File: config.mk
export PLATFORM = sky130hd
export DESIGN_NAME = fetch_unit
export DESIGN_NICKNAME = d
export VERILOG_FILES = /design/src/rtl/fetch_unit.sv
export SDC_FILE = /design/constraint.sdc
export NUM_CORES = 1
export LEC_CHECK = 0
export BUFFER_PORTS_ARGS = -buffer_cell sky130_fd_sc_hd__buf_4
export CAP_MARGIN = 25
export CORE_MARGIN = 4
export CORE_UTILIZATION = 52
export CTS_CLUSTER_SIZE = 30
export DETAILED_ROUTE_END_ITERATION = 8
export PLACE_DENSITY = 0.87
export SLEW_MARGIN = 40
export SYNTH_ARGS = -nofsm -noshare
export SYNTH_HDL_FRONTEND = slang
export SYNTH_SLANG_ARGS = --single-unit
File: constraint.sdc
create_clock -name clock -period 2.6 [get_ports clock]
set_input_delay 0.52 -clock clock [delete_from_list [all_inputs] [get_ports clock]]
set_output_delay 0.52 -clock clock [all_outputs]
set_load 0.05 [all_outputs]
File: src/rtl/fetch_unit.sv
// Instruction fetch unit: issues one word read at a time, holds the returned
// instruction for decode, and handles stall, redirect and in-flight flushes.
module fetch_unit #(
  parameter logic [31:0] RESET_PC = 32'h0000_0000
) (
  input  logic        clock,
  input  logic        reset,
  output logic        imem_req,
  output logic [31:0] imem_addr,
  input  logic        imem_ack,
  input  logic [31:0] imem_rdata,
  input  logic        stall,
  input  logic        redirect,
  input  logic [31:0] redirect_pc,
  output logic [31:0] instruction,
  output logic [31:0] instr_pc,
  output logic        instr_valid
);

  typedef enum logic [1:0] {
    IDLE    = 2'd0,
    BUSY    = 2'd1,
    DISCARD = 2'd2
  } state_e;

  state_e      state_q, state_d;
  logic [31:0] pc_q, pc_d;
  logic [31:0] abandon_addr_q, abandon_addr_d;
  logic [31:0] instr_q, instr_d;
  logic [31:0] instr_pc_q, instr_pc_d;
  logic        valid_q, valid_d;

  logic        consume;
  logic        issue;
  logic [31:0] target_pc;

  assign consume   = valid_q & ~stall;
  assign issue     = (~valid_q | ~stall) & ~redirect;
  assign target_pc = redirect_pc & ~32'd3;

  // NOTE: non-blocking assignments only in clocked blocks, so every flop
  // samples the pre-edge value of every other flop regardless of statement order.
  always_ff @(posedge clock) begin
    if (reset) begin
      state_q        <= IDLE;
      pc_q           <= RESET_PC;
      abandon_addr_q <= 32'd0;
      instr_q        <= 32'd0;
      instr_pc_q     <= 32'd0;
      valid_q        <= 1'b0;
    end else begin
      state_q        <= state_d;
      pc_q           <= pc_d;
      abandon_addr_q <= abandon_addr_d;
      instr_q        <= instr_d;
      instr_pc_q     <= instr_pc_d;
      valid_q        <= valid_d;
    end
  end

  // NOTE: every signal gets a hold default before the case so no path
  // leaves it unassigned and no latch is inferred.
  always_comb begin
    state_d        = state_q;
    pc_d           = pc_q;
    abandon_addr_d = abandon_addr_q;
    instr_d        = instr_q;
    instr_pc_d     = instr_pc_q;
    valid_d        = valid_q;

    if (consume) valid_d = 1'b0;

    unique case (state_q)
      IDLE: begin
        // A stray ack with no request outstanding is ignored here.
        if (redirect) begin
          pc_d    = target_pc;
          valid_d = 1'b0;
        end else if (issue) begin
          state_d = BUSY;
        end
      end
      BUSY: begin
        if (redirect) begin
          pc_d    = target_pc;
          valid_d = 1'b0;
          if (imem_ack) begin
            state_d = IDLE;
          end else begin
            state_d        = DISCARD;
            abandon_addr_d = pc_q;
          end
        end else if (imem_ack) begin
          instr_d    = imem_rdata;
          instr_pc_d = pc_q;
          valid_d    = 1'b1;
          pc_d       = pc_q + 32'd4;
          state_d    = IDLE;
        end
      end
      DISCARD: begin
        // The outstanding address stays on the bus until its data is dropped.
        if (redirect) begin
          pc_d    = target_pc;
          valid_d = 1'b0;
        end
        if (imem_ack) state_d = IDLE;
      end
      default: state_d = IDLE;
    endcase
  end

  always_comb begin
    imem_req  = (state_q != IDLE);
    imem_addr = (state_q == DISCARD) ? abandon_addr_q : pc_q;
  end

  assign instruction = instr_q;
  assign instr_pc    = instr_pc_q;
  assign instr_valid = valid_q;

endmodule

==> run_results.csv, run 1 <==
group,metric,value,unit
finish,final_util,0.723,
power_and_ir_drop,p_leak,3.00,nW
global_routing,grt_pass1_vias,5279,
setup_path,start_kind,"flop",
synthesis,synth_compound_area_frac,0.188,
placed_design,place.gp.congestion,0.911,
die,ios,167,
synthesis,synth_top_cell_by_area,"dfxtp_1",
timing,relSlewSlack,0.496,
placed_design,detailed_place_hpwl,10800,microns
synthesis,synth_fa_ha_area_frac,0.00223,
global_routing,grt_pass1_wl,25900,microns
power_and_ir_drop,peakVddDrop,0.477,mV
setup_path,cp.required,2.08,ns
placed_design,place_inst,985,
placed_design,placed_area,6950,sq um
finish,n_antenna_cell,0,
route,postRouteAntennaNets,0,
timing,fmax,0.412,GHz
clock_network,cts_buffers,17,
synthesis,ys_async_sr_fraction,0,
die,core_area,10400,sq um
synthesis,synth.area.top_cells,"dfxtp_1 (45%), nand2_1 (14%), a21oi_1 (10%)",
die,start_util,0.539,
timing,min_period_over_period,0.933,
global_routing,grt_usage,0.249,
route,wl_per_cell,15.7,microns
synthesis,yosysWarnings,0,
synthesis,synth_cell_types,57,
synthesis,synth_mux_area_frac,0.0655,
clock_network,cts_tree,"yes",
hold_path,min_path_type,"in2reg",
setup_path,endpoint_kind,"output pin",
synthesis,synth-seq-cells,125,
finish,final_net_count,938,
power_and_ir_drop,powerDensity,666,nW/um^2
timing,rsz0062_at_grt,"false",
flow_run,maxCapViolCount,0,
route,routed_wl,15900,microns
synthesis,ys_seq_area_frac,0.446,
setup_path,cp_data_arrival_time,1.91,ns
synthesis,yosys.area_share.simple,0.247,
placed_design,io_buffer_count,160,
global_routing,overflow,0,
synthesis,avgSynthCellArea,7.73,sq um
finish,fin_area,7540,sq um
timing,tightest_slew,0.756,ns
finish,syn_to_final_growth,34.2,%
synthesis,netlist_area,5620,sq um
clock_network,cts-root-buf,"clkbuf_8",
clock_network,clock_path_buffers,2,
finish,drive_above_1_share,0.297,
setup_path,crit_type,"reg2out",
route,vias,5660,
route,drc,0,
die,die_y,112,microns
setup_path,critical_path.cell_chain,"nand2b_1 -> buf_12 -> mux2_2 -> buf_4",
clock_network,cts.sink_count,125,
die,die_area,12500,sq um
power_and_ir_drop,power,0.00502,W
timing,period_minus_slack,2.43,ns
global_routing,antenna_found_initial,0,
route,drt_iter0_drc,429,
clock_network,htreeDepth,4,
setup_path,slowest_stage,"dfxtp_2",
timing,hold_viol_final,0,
clock_network,path_clk_slew,0.06,ns
setup_path,path_max_fanout,31,
clock_network,hold_buffers,0,
synthesis,synth_top_family_by_area,"simple AND/OR/NAND/NOR gates",
synthesis,synthCells,727,
route,viasPerCell,5.57,
route,dr.pass1.iters,5,
timing,maxSlewViolCount,0,
synthesis,synth_xor_area_frac,0,
die,num_rows,37,
synthesis,synth_edf_count,0,
status,status,"finished clean",
finish,n_fill_cell,821,
finish,fin_cells,1017,
setup_path,cpPeakStageDelay,0.41,ns
die,fp.dieW,112,microns
synthesis,synth_ff_type,"dfxtp_1",
clock_network,insertion_delay,0.52,ns
timing,setup_tns,0,ns
synthesis,netlist.area_leader.share,0.446,
global_routing,grt_max_degree,74,
timing,setup_violations,0,
timing,finalClockSkew,0.00812,ns
## final cells by class
type | count | area (sq um) | area share
Multi-Input combinational cell | 537 | 2860 | 0.380
Clock buffer | 19 | 442 | 0.0586
Sequential cell | 125 | 2500 | 0.332
Inverter | 3 | 11.3 | 0.00149
Tap cell | 136 | 170 | 0.0226
Timing Repair Buffer | 184 | 1410 | 0.187
Clock inverter | 13 | 140 | 0.0186
## through the flow
step	hold WS [ns]	worst slack (ns)
2_1_floorplan	0.434	0.459
3_3_place_gp	0.440	0.360
3_5_place_dp	0.444	0.332
4_1_cts	0.201	0.0589
5_1_grt	0.205	0.0916
6_report	0.213	0.173
## what timing repair did
action	in CTS	in global routing
resized for setup	0	1
buffers inserted	0	0
endpoints found under the setup margin	0	30
## kinds of logic after synthesis
kind of cell,after synthesis
fa+ha+maj,1
buf+inv,68
other cells,1
compound gates,181
mux,33
simple gates,318
flops,125
## worst max-delay path, delay by kind of cell (launching register included)
family / cells / cell delay, ns
flops: 1 / 0.41
buf+inv: 2 / 0.42
mux: 1 / 0.37
simple gates: 1 / 0.18
## Yosys cell counts (all sizes together), types with 4 or more instances
master / number
buf: 15
a22oi: 4
nor3: 14
a21oi: 113
and3: 4
mux2: 30
a21o: 4
o21ai: 18
nor4: 5
a211oi: 4
a32oi: 6
dfxtp: 125
nand2: 213
clkbuf: 50
a31oi: 6
or4: 4
nor2: 32
nand4: 10
nand2b: 7
nand3: 12
## layer usage
metal	track usage	wire [microns]	up-vias
met5	0	0	-
met4	0.0946	263	0
met3	0.0522	1150	23
met2	0.415	8030	219
met1	0.317	6490	2641
li1	-	-	2777
## state kept, by name, indices dropped and copies added, names as in the netlist
name / count
abandon_addr_q: 30
instr_pc: 30
instr_valid: 1
instruction: 32
pc_q: 30
state_q: 2
## cell usage in the layout, fill, tap and decap left out, drive strengths merged, types with 5 or more instances in the layout
cell | synthesis | routed
nor4 | 5 | 5
inv | 3 | 5
buf | 15 | 184
nand2 | 213 | 213
mux2 | 30 | 30
nand2b | 7 | 7
o21ai | 18 | 18
dfxtp | 125 | 125
nor3 | 14 | 14
nand3 | 12 | 12
nor2 | 32 | 32
a21oi | 113 | 113
clkbuf | 50 | 19
nand4 | 10 | 10
a32oi | 6 | 6
clkinv | 0 | 5
a31oi | 6 | 6
## path summary, 6_finish.rpt
kind                              to  slack (ns)  cells past startpoint               start
setup reg to reg            pc_q[22]        0.28                      6             pc_q[3]
hold / removal            state_q[1]        0.21                      2            imem_ack
hold reg to reg   abandon_addr_q[18]        0.45                      2  abandon_addr_q[18]
setup / recovery        imem_addr[2]        0.17                      4          state_q[0]
## power breakdown
group	switching (W)	internal, W	total [W]
Sequential	0.0000739	0.00197	0.00205
Clock	0.000891	0.00142	0.00231
Combinational	0.000415	0.000249	0.000664
Total	0.00138	0.00364	0.00502
Power figures use the tool's default switching activity.
==> run 2, diff against run 1 <==
--- a/config.mk
+++ b/config.mk
@@ -7,12 +7,13 @@
 export LEC_CHECK = 0
 export BUFFER_PORTS_ARGS = -buffer_cell sky130_fd_sc_hd__buf_4
 export CAP_MARGIN = 25
+export CELL_PAD_IN_SITES_DETAIL_PLACEMENT = 1
+export CELL_PAD_IN_SITES_GLOBAL_PLACEMENT = 1
 export CORE_MARGIN = 4
-export CORE_UTILIZATION = 52
+export CORE_UTILIZATION = 37
 export CTS_CLUSTER_SIZE = 30
 export DETAILED_ROUTE_END_ITERATION = 8
 export PLACE_DENSITY = 0.87
-export SLEW_MARGIN = 40
 export SYNTH_ARGS = -nofsm -noshare
 export SYNTH_HDL_FRONTEND = slang
 export SYNTH_SLANG_ARGS = --single-unit
==> run_results.csv, run 2 (synthesis results as in run 1) <==
group,metric,value,unit
timing,rsz0062_at_grt,"false",
route,drt_iter0_drc,297,
timing,min_period_over_period,0.935,
die,die_y,131,microns
route,routed_wl,18700,microns
status,status,"finished clean",
clock_network,cts_buffers,17,
setup_path,crit_type,"reg2out",
route,dr.pass1.iters,4,
timing,hold_ws,0.316,ns
setup_path,path_delay_family,"buffers and inverters",
global_routing,grt_max_degree,70,
timing,finalClockSkew,0.0116,ns
placed_design,detailed_place_hpwl,12800,microns
global_routing,grt_usage,0.217,
timing,setup_tns,0,ns
placed_design,place.gp.congestion,0.837,
timing,period_minus_slack,2.43,ns
clock_network,htreeDepth,4,
hold_path,holdCritStartpoint,"imem_ack",
clock_network,cts.sink_count,125,
finish,drive_above_1_share,0.297,
finish,layout_common_cells,"nand2_1 (212), buf_4 (178), dfxtp_1 (124)",
die,num_rows,44,
hold_path,min_path_type,"in2reg",
route,wl_per_cell,17.6,microns
hold_path,holdPathEnd,"state_q[1]",
timing,layout_setup_ws,0.168,ns
finish,final_net_count,938,
placed_design,io_buffer_count,160,
setup_path,reg2reg_to,"pc_q[22]",
clock_network,post_cts_buffers,0,
clock_network,cts_tree,"yes",
setup_path,cpPeakStageDelay,0.42,ns
die,die_area,17200,sq um
route,vias,5711,
setup_path,slowest_stage,"dfxtp_2",
global_routing,grt_pass1_vias,5703,
route,viasPerCell,5.36,
setup_path,cp_data_arrival_time,1.91,ns
global_routing,antenna_found_initial,0,
die,fp.dieW,131,microns
timing,hold_viol_final,0,
finish,syn_to_final_growth,36.9,%
setup_path,r2r_slack,0.28,ns
power_and_ir_drop,p_leak,3.04,nW
clock_network,path_clk_slew,0.05,ns
finish,largest_reg_flops,32,
setup_path,r2r-start,"pc_q[3]",
finish,final_common_cell,"nand2_1",
setup_path,cp.required,2.08,ns
clock_network,clock_path_buffers,2,
setup_path,path_buf_inv,2,
setup_path,start_kind,"flop",
timing,maxSlewViolCount,0,
power_and_ir_drop,peakVddDrop,0.425,mV
clock_network,cts-root-buf,"clkbuf_16",
global_routing,overflow,0,
setup_path,endpoint_kind,"output pin",
route,drc,0,
die,core_area,14700,sq um
setup_path,path_max_fanout,28,
die,ios,167,
global_routing,grt_pass1_wl,30700,microns
clock_network,insertion_delay,0.42,ns
hold_path,whs_path_depth,2,
finish,n_fill_cell,1782,
setup_path,critical_path.cell_chain,"nand2b_2 -> buf_12 -> mux2_2 -> buf_4",
clock_network,hold_buffers,0,
die,start_util,0.382,
timing,relSlewSlack,0.482,
flow_run,maxCapViolCount,0,
setup_path,r2r_cells,6,
placed_design,pre_cts_slack,0.308,ns
route,postRouteAntennaNets,0,
power_and_ir_drop,powerDensity,678,nW/um^2
timing,fmax,0.411,GHz
timing,tightest_slew,0.777,ns
finish,n_antenna_cell,0,
timing,setup_violations,0,
run 2: area by class of cell:
cell class / count / area (sq um) / area share
tap: 184 / 230 / 0.0299
clock inverter: 10 / 136 / 0.0177
sequential: 125 / 2500 / 0.326
multi-input combinational: 537 / 2870 / 0.373
timing repair buffer: 184 / 1460 / 0.189
inverter: 3 / 11.3 / 0.00146
clock buffer: 22 / 484 / 0.0630
run 2: how the worst max path moves through the flow:
stage	start	end	slack [ns]	cells after the start
finish	state_q[0]	imem_addr[10]	0.17	4
global route	state_q[0]	imem_addr[10]	0.11	4
CTS	state_q[0]	imem_addr[10]	0.04	4
detailed placement	pc_q[3]	pc_q[22]	0.31	6
global placement	pc_q[3]	pc_q[22]	0.37	6
floorplan	pc_q[2]	pc_q[22]	0.46	7
run 2: timing repair:
| action | CTS | global route |
|---|---|---|
| hold endpoints to repair | 0 | 0 |
| resized for setup | 1 | 1 |
| setup endpoints to repair | 27 | 13 |
| pin swaps | 0 | 0 |
run 2: stage by stage:
step	util	cells	total power (W)	cell area, sq um
6_report	0.523	1065	0.00522	7690
5_1_grt	0.523	1065	0.00542	7690
3_3_place_gp	0.481	1033	0.00276	7060
3_5_place_dp	0.481	1033	0.00277	7060
2_1_floorplan	-	730	0.00250	5630
4_1_cts	0.523	1065	0.00526	7690
run 2: metal layers:
metal,up-vias,share of wire,GRT usage
met5,-,0,0
met4,0,0.018,0.0677
met3,29,0.046,0.0570
met2,145,0.50,0.373
met1,2759,0.44,0.269
li1,2778,-,-
run 2: power breakdown:
group | internal (W) | total, W | switching (W)
Sequential | 0.00197 | 0.00205 | 0.0000727
Clock | 0.00160 | 0.00248 | 0.000872
Combinational | 0.000258 | 0.000693 | 0.000435
Total | 0.00384 | 0.00522 | 0.00138
==> run 3, diff against run 2 <==
--- a/config.mk
+++ b/config.mk
@@ -9,7 +9,7 @@
 export CAP_MARGIN = 25
 export CELL_PAD_IN_SITES_DETAIL_PLACEMENT = 1
 export CELL_PAD_IN_SITES_GLOBAL_PLACEMENT = 1
-export CORE_MARGIN = 4
+export CORE_MARGIN = 2
 export CORE_UTILIZATION = 37
 export CTS_CLUSTER_SIZE = 30
 export DETAILED_ROUTE_END_ITERATION = 8
==> run_results.csv, run 3 (synthesis results as in run 1) <==
group,metric,value,unit
timing,rsz0062_at_grt,"false",
global_routing,antenna_found_initial,0,
global_routing,grt_max_degree,50,
setup_path,cpPeakStageDelay,0.42,ns
global_routing,grt_usage,0.232,
global_routing,overflow,0,
setup_path,path_max_fanout,23,
power_and_ir_drop,powerDensity,671,nW/um^2
clock_network,cts_buffers,17,
placed_design,io_buffer_count,160,
global_routing,grt_pass1_vias,5781,
route,wl_per_cell,17.3,microns
clock_network,cts.sink_count,125,
die,die_area,16200,sq um
finish,fin_cells,1068,
power_and_ir_drop,p_leak,3.04,nW
status,status,"finished clean",
clock_network,cts-root-buf,"clkbuf_16",
setup_path,path_buf_inv,2,
timing,relSlewSlack,0.564,
clock_network,post_cts_buffers,0,
finish,layout_common_cells,"nand2_1 (212), buf_4 (179), dfxtp_1 (124)",
timing,fmax,0.415,GHz
clock_network,insertion_delay,0.42,ns
clock_network,cts_tree,"yes",
setup_path,endpoint,"imem_addr[3]",
placed_design,place_inst,1038,
finish,final_net_count,939,
route,postRouteAntennaNets,0,
setup_path,r2r_slack,0.28,ns
finish,largest_reg_flops,32,
hold_path,min_path_type,"in2reg",
timing,finalClockSkew,0.00754,ns
timing,setup_violations,0,
power_and_ir_drop,peakVddDrop,0.396,mV
clock_network,hold_buffers,0,
clock_network,post_cts_resized,1,
global_routing,grt_pass1_wl,29900,microns
placed_design,place.gp.congestion,0.837,
clock_network,htreeDepth,4,
route,dr.pass1.iters,4,
finish,n_fill_cell,1828,
timing,tightest_slew,0.654,ns
clock_network,clock_path_buffers,2,
setup_path,critical_path.cell_chain,"nand2b_1 -> buf_6 -> mux2_2 -> buf_4",
flow_run,maxCapViolCount,0,
finish,syn_to_final_growth,36.5,%
die,die_y,127,microns
route,viasPerCell,5.36,
route,vias,5729,
timing,min_period_over_period,0.927,
die,core_area,15000,sq um
setup_path,startpoint,"state_q[0]",
setup_path,reg2reg_to,"pc_q[26]",
timing,hold_viol_final,0,
timing,period_minus_slack,2.41,ns
setup_path,cp_data_arrival_time,1.89,ns
setup_path,endpoint_kind,"output pin",
setup_path,cp.required,2.08,ns
setup_path,slowest_stage,"dfxtp_2",
route,routed_wl,18500,microns
setup_path,cp.depth,4,
timing,maxSlewViolCount,0,
setup_path,path_delay_family,"buffers and inverters",
clock_network,path_clk_slew,0.05,ns
setup_path,r2r-start,"pc_q[3]",
hold_path,whs_path_depth,2,
setup_path,crit_type,"reg2out",
die,start_util,0.374,
route,drc,0,
finish,final_util,0.510,
route,drt_iter0_drc,289,
die,num_rows,45,
finish,drive_above_1_share,0.297,
finish,n_antenna_cell,0,
die,ios,167,
placed_design,detailed_place_hpwl,12500,microns
timing,setup_tns,0,ns
setup_path,start_kind,"flop",
setup_path,r2r_cells,6,
finish,final_common_cell,"nand2_1",
die,fp.dieW,127,microns
run 3: worst register-to-register path, delay by kind of cell (launching register included):
family / cells / cell delay, ns
AND/OR/NAND/NOR: 3 / 1.07
AO/OA/AOI/OAI: 2 / 0.45
flip-flops: 1 / 0.43
adder cells (fa/ha/maj): 1 / 0.25
run 3: metrics by stage:
stage          total power (W)  setup slack (ns)  area, sq um  hold WS, ns
6_report               0.00514             0.190         7660        0.308
4_1_cts                0.00519            0.0605         7660        0.298
3_3_place_gp           0.00276             0.387         7070        0.439
5_1_grt                0.00533            0.0975         7660        0.306
3_5_place_dp           0.00277             0.239         7070        0.447
2_1_floorplan          0.00250             0.459         5630        0.434
run 3: per-layer routing:
layer,global-route usage,part of all wire,vias to the layer above,wire length [microns]
met5,0,0,-,0
met4,0.0692,0.019,0,348
met3,0.0549,0.041,25,752
met2,0.408,0.52,136,9620
met1,0.283,0.42,2791,7810
li1,-,-,2777,-
run 3: how the worst min path moves through the flow:
stage / startpoint / to
after floorplan: abandon_addr_q[10] / abandon_addr_q[10]
after CTS: imem_ack / state_q[1]
after global routing: imem_ack / state_q[1]
final: imem_ack / state_q[1]
after detailed placement: instruction[29] / instruction[29]
after global placement: abandon_addr_q[5] / abandon_addr_q[5]
run 3: where the power goes:
group	total (W)	internal (W)	switching (W)
Sequential	0.00204	0.00197	0.0000693
Clock	0.00240	0.00156	0.000842
Combinational	0.000694	0.000257	0.000437
Total	0.00514	0.00379	0.00135
run 3: area by class of cell:
type	count	area, sq um	share of cell area
multi-input combinational	537	2870	0.374
sequential	125	2500	0.327
timing repair buffer	185	1460	0.190
clock buffer	22	474	0.0619
tap	188	235	0.0307
clock inverter	8	115	0.0150
inverter	3	11.3	0.00147
